===== src/rtl/encoder_8_3_pkg.sv =====
// encoder_8_3_pkg
// Shared types and constants for the registered 8-to-3 priority encoder.
//   ENC_IN_W / ENC_OUT_W : request vector width and encoded index width
//   enc_in_t / enc_idx_t : request vector and index types
//   ENC_IDX_RST          : index value held while in reset
//   idx_bit_mask()       : the set of request positions whose index has a given bit set
package encoder_8_3_pkg;

  localparam int ENC_IN_W  = 8;
  localparam int ENC_OUT_W = 3;

  typedef logic [ENC_IN_W-1:0]  enc_in_t;
  typedef logic [ENC_OUT_W-1:0] enc_idx_t;

  localparam enc_idx_t ENC_IDX_RST = 3'b000;

  // Bit b of the encoded index is 1 exactly when the (single) winning request
  // sits at a position p with p[b] == 1. This mask lists those positions, so
  // each index bit becomes a plain OR over the masked one-hot winner vector.
  function automatic enc_in_t idx_bit_mask(input int b);
    enc_in_t m;
    m = '0;
    for (int p = 0; p < ENC_IN_W; p++) begin
      m[p] = p[b];
    end
    return m;
  endfunction

endpackage


===== src/rtl/encoder_8_3_core.sv =====
// encoder_8_3_core
// Purely combinational priority core.
//   Parameter PRIO_HIGH : 1 -> highest-numbered set bit wins, 0 -> lowest wins.
//   d     : request vector
//   idx   : index of the winning request (0 when d is all-zero)
//   valid : at least one request set
//   multi : two or more requests set (only with ENCODER_8_3_ONEHOT_CHK_EN)
module encoder_8_3_core
  import encoder_8_3_pkg::*;
#(
  parameter bit PRIO_HIGH = 1'b1
) (
  input  enc_in_t  d,
  output enc_idx_t idx,
  output logic     valid
`ifdef ENCODER_8_3_ONEHOT_CHK_EN
  ,
  output logic     multi
`endif
);

  // above_any[i] : some request at a position strictly above i
  // below_any[i] : some request at a position strictly below i
  // win          : one-hot (or zero) vector marking the winning request
  enc_in_t above_any;
  enc_in_t below_any;
  enc_in_t win;

  genvar gi;
  generate
    for (gi = 0; gi < ENC_IN_W; gi++) begin : g_bit
      // Shifting the unwanted positions out of an 8-bit value keeps each
      // term independent, so there is no ripple chain across the vector.
      assign above_any[gi] = |(d >> (gi + 1));
      assign below_any[gi] = |(d << (ENC_IN_W - gi));

      if (PRIO_HIGH) begin : g_high
        assign win[gi] = d[gi] & ~above_any[gi];
      end else begin : g_low
        assign win[gi] = d[gi] & ~below_any[gi];
      end
    end

    for (gi = 0; gi < ENC_OUT_W; gi++) begin : g_idx
      localparam enc_in_t MASK = idx_bit_mask(gi);
      assign idx[gi] = |(win & MASK);
    end
  endgenerate

  assign valid = |d;

`ifdef ENCODER_8_3_ONEHOT_CHK_EN
  // Two or more bits are set exactly when some set bit has another set bit
  // above it.
  assign multi = |(d & above_any);
`endif

endmodule


===== src/rtl/encoder_8_3.sv =====
// encoder_8_3
// Registered 8-to-3 priority encoder with one cycle of latency.
//   Parameter PRIO_HIGH : 1 -> highest-numbered set bit wins, 0 -> lowest wins.
//   clk   : clock, all state updates on its rising edge
//   rst_n : asynchronous active-low reset; clears y, valid and err at once
//   d     : request vector, sampled every rising edge
//   y     : registered index of the winning request
//   valid : registered "at least one request set"
//   err   : registered "two or more requests set"; the port exists only when
//           the macro ENCODER_8_3_ONEHOT_CHK_EN is defined
module encoder_8_3
  import encoder_8_3_pkg::*;
#(
  parameter bit PRIO_HIGH = 1'b1
) (
  input  logic                 clk,
  input  logic                 rst_n,
  input  logic [ENC_IN_W-1:0]  d,
  output logic [ENC_OUT_W-1:0] y,
  output logic                 valid
`ifdef ENCODER_8_3_ONEHOT_CHK_EN
  ,
  output logic                 err
`endif
);

  enc_idx_t y_next;
  logic     valid_next;
  enc_idx_t y_reg;
  logic     valid_reg;

`ifdef ENCODER_8_3_ONEHOT_CHK_EN
  logic err_next;
  logic err_reg;
`endif

  encoder_8_3_core #(
    .PRIO_HIGH (PRIO_HIGH)
  ) u_core (
    .d     (d),
    .idx   (y_next),
    .valid (valid_next)
`ifdef ENCODER_8_3_ONEHOT_CHK_EN
    ,
    .multi (err_next)
`endif
  );

  // No enable: every edge captures a fresh sample, so consecutive inputs
  // produce consecutive outputs. Reset drops whatever sample was in flight.
  always_ff @(posedge clk or negedge rst_n) begin
    if (!rst_n) begin
      y_reg     <= ENC_IDX_RST;
      valid_reg <= 1'b0;
    end else begin
      y_reg     <= y_next;
      valid_reg <= valid_next;
    end
  end

  assign y     = y_reg;
  assign valid = valid_reg;

`ifdef ENCODER_8_3_ONEHOT_CHK_EN
  always_ff @(posedge clk or negedge rst_n) begin
    if (!rst_n) begin
      err_reg <= 1'b0;
    end else begin
      err_reg <= err_next;
    end
  end

  assign err = err_reg;
`endif

endmodule


===== config.mk =====
export PLATFORM = sky130hd
export DESIGN_NAME = encoder_8_3
export DESIGN_NICKNAME = d
export VERILOG_FILES = /design/src/rtl/encoder_8_3_pkg.sv /design/src/rtl/encoder_8_3_core.sv /design/src/rtl/encoder_8_3.sv
export SDC_FILE = /design/constraint.sdc
export NUM_CORES = 1
export LEC_CHECK = 0
export CAP_MARGIN = 20
export CORE_AREA = 2 2 39 41
export CTS_BUF_LIST = sky130_fd_sc_hd__clkbuf_16
export CTS_CLUSTER_DIAMETER = 150
export DETAILED_ROUTE_END_ITERATION = 8
export DIE_AREA = 0 0 41 43
export GPL_ROUTABILITY_DRIVEN = 0
export PLACE_DENSITY = 0.34
export SLEW_MARGIN = 0
export SYNTH_ARGS = -nofsm -noshare
export SYNTH_HDL_FRONTEND = slang
export SYNTH_SLANG_ARGS = --single-unit

===== constraint.sdc =====
create_clock -name clk -period 1.12 [get_ports clk]
set_input_delay 0.336 -clock clk [delete_from_list [all_inputs] [get_ports clk]]
set_output_delay 0.336 -clock clk [all_outputs]
set_load 0.05 [all_outputs]

==> metrics list <==
- The run finished with clean final reports.
- The path class of the tightest hold or removal check is primary input to asynchronous set/reset pin.
* Number of detailed-route iterations in the first pass: 2
- Type of element capturing the critical path: output port
- Mean instance size in the synthesized netlist: around 10 sq um
- Entering global routing, the biggest net connects 5 pins.
* Part of the total power dissipated in combinational logic: 0.123
* Slew Limit Fails: 0
- After detailed routing, the number of remaining DRC violations is 0.
* Most frequent standard cell in the layout excluding fill and tap cells: sky130_fd_sc_hd__clkdlybuf4s50_1
- Drt wl/cell: 8.000 um
- Final hold viol count: 0
- The floorplan step set the die height to 43 um.
- Max Fclk: 911.8 MHz
- Detailed placement finished with a half-perimeter wire length of 330.8 um.
- Number of warnings printed during yosys synthesis: 0
- The synthesized netlist contains 10 unique library cells.
- Number of buffers inserted by hold repair at cts: 0
- Share of total power in the clock network: 0.683
- Shortest period the worst path allows: approximately 1.1 ns
- Flip-flop count of the largest register, all copies and words added: 3
- The completed layout was analyzed and its total power is 801.8 uW.
* Worst slew pin tran: 0.1948 ns
- LEAKAGE: 0.1773 nW
* Total gr overflow: 0
- Remaining max-slew budget at the tightest pin: 0.8690
- For this design the ratio of total power to cell area is 1857 nW/um^2.
- For this design, the sink count on the clock tree is 4.
* Total Die Area: 1763 sq um
* Routed vias/inst: roughly 3.7
- Of the total power, the share spent switching nets is 0.1741.
- Layout overhead on the synthesized area: 159.4%
* Post-place setup slack: -0.1433 ns
- Critical path's slowest cell: sky130_fd_sc_hd__dfrtp_1
- Setup repair after global routing left no endpoint under its margin.
- The final layout contains routed wiring with a total length of 384 um.
* Number of setup buffers added after CTS: 0
- Min setup slack post-route: 0.02333 ns
- Wire length of the first global-routing pass: 634 um
- Initial standard-cell utilization of the core: 0.1203
* Clock Tree Buf Depth: 2
- Setup violations remaining at the end of the flow were counted as 0.
- After clock tree synthesis, the repair step resized 0 gates.
- Clock tree from TritonCTS: built
- After the last flow step, the layout net total stands at 44.
- In the final layout, the share of cells above drive strength 1 is 0.3125.
* Number of buffers created by CTS: 3
* Required time of the critical path: 0.78 ns
- Number of violations reported at the end of detailed-routing iteration 0: 2
- Cell internal power was estimated by the tool at between 600 and 700 uW.
- CP max stage delay: 0.38 ns
- In this run the clock root is driven by a sky130_fd_sc_hd__clkbuf_16.
- Leaving out fill and tap cells, the most frequent cells in the layout are 9 x sky130_fd_sc_hd__clkdlybuf4s50_1, 4 x sky130_fd_sc_hd__nor2_1, 4 x sky130_fd_sc_hd__buf_12, 4 x sky130_fd_sc_hd__dfrtp_1, 3 x sky130_fd_sc_hd__clkbuf_16.
- Die extent in x: 41 um
* Sequential power share: 0.194
- With fillers left out, the area of the finished cells amounts to between 400 and 500 sq um.
* Max-Cap Viols: 0
- Counting both buffers and inverters, the worst setup path holds a total of 1.
* Fin Setup TNS: 0 ns
* Number of instances in the placed design: 45
* Synthesis-stage register bit count: 4
- The count of nets left with antenna violations once routing finished came out at 0.
- Among cell families on the critical path, the largest total delay comes from flip-flops.
- Net switching power figure: 139.6 uW
- Summing every instance area after synthesis gives around 170 sq um.
- The number of antenna diodes in the final layout is 0.
- Cell count along the critical path: 1
* Final Non-Filler Cells: 48
* Max VDD drop: between 0.0005 and 0.0006 V
- After clock tree synthesis, the clock-pin slew on the worst setup and hold paths is 0.03 ns.
* Routed via count: 178
* Vias in the first global route: 172
* GRT Total Usage: 0.06231
- Nets in the synthesized netlist: 26
* Filler cell count: 131
- Number of instances in the synthesized netlist: 16
* Kind of start point of the critical path: flop
* CORE AREA: 1384 sq um
* Crit Path Max Fanout: 1
- The critical path is of the flop to output port type.
- Placement Rows: 14
* Placed Instance Area: about 360 sq um
- # IOs: 14
- Sequential fraction of the synthesis area: 0.6015
* I/O Buffers: 13
- CTS built an H-tree with a depth of 1.
* Initial antenna violation count: 0
- Data arrives at the worst endpoint at 0.76 ns.
- Traced cell by cell, the critical path runs through buf_12.
* Part of the cycle the worst path needs: 0.9792
==> routing by layer <==
layer / share of wire / vias to the layer above / track usage / wire length, um
met2: 0.45 / 16 / 0.07188 / 174
met3: 0.20 / 0 / 0.05236 / 75
li1: - / 86 / - / -
met5: 0 / - / 0 / 0
met1: 0.35 / 76 / 0.05484 / 135
met4: 0 / 0 / 0.08000 / 0
==> layout make-up <==
cell class,count,area [sq um],area share
clock buffer,3,75.07,0.1739
inverter,2,7.507,0.01739
sequential,4,100.1,0.2319
timing repair buffer,13,170.2,0.3942
multi-input combinational,10,58.81,0.1362
tap,16,20.02,0.04638
==> power groups by stage <==
stage	clock network, mW	logic, mW	registers, mW
6_report	0.548	0.0983	0.156
5_1_grt	0.576	0.106	0.156
4_1_cts	0.559	0.0995	0.156
3_5_place_dp	0	0.0994	0.157
3_3_place_gp	0	0.0993	0.157
2_1_floorplan	0	0.0137	0.174
==> worst paths after layout <==
check / start / to / slack [ns]
max: y[2] / y[2] / 0.02
min: rst_n / valid / 0.31
max in group asynchronous: rst_n / y[2] / 0.65
min in group clk: d[0] / valid / 0.72
==> cells by family after synthesis <==
logic type,synth area share
AOI/OAI and AO/OA,0.2030
and+or+nand+nor,0.1504
buffers and inverters,0.04507
DFF,0.6015
==> cell usage after synthesis <==
cell / instances / area (sq um)
sky130_fd_sc_hd__a21oi_2: 1 / 8.760
sky130_fd_sc_hd__nor2_1: 4 / 15.01
sky130_fd_sc_hd__nand2_1: 1 / 3.750
sky130_fd_sc_hd__inv_1: 1 / 3.750
sky130_fd_sc_hd__o31ai_1: 1 / 7.510
sky130_fd_sc_hd__dfrtp_1: 4 / 100.1
sky130_fd_sc_hd__o31ai_2: 1 / 12.51
sky130_fd_sc_hd__a21oi_1: 1 / 5.000
sky130_fd_sc_hd__nand4_1: 1 / 6.260
sky130_fd_sc_hd__inv_2: 1 / 3.750
==> metrics by stage <==
stage	hold WS, ns	util
floorplan	0.04041	-
global placement	0.5498	0.2577
detailed placement	0.5432	0.2577
CTS	0.3114	0.3119
global route	0.3248	0.3119
finish	0.3132	0.3119
Power figures use the tool's default switching activity.
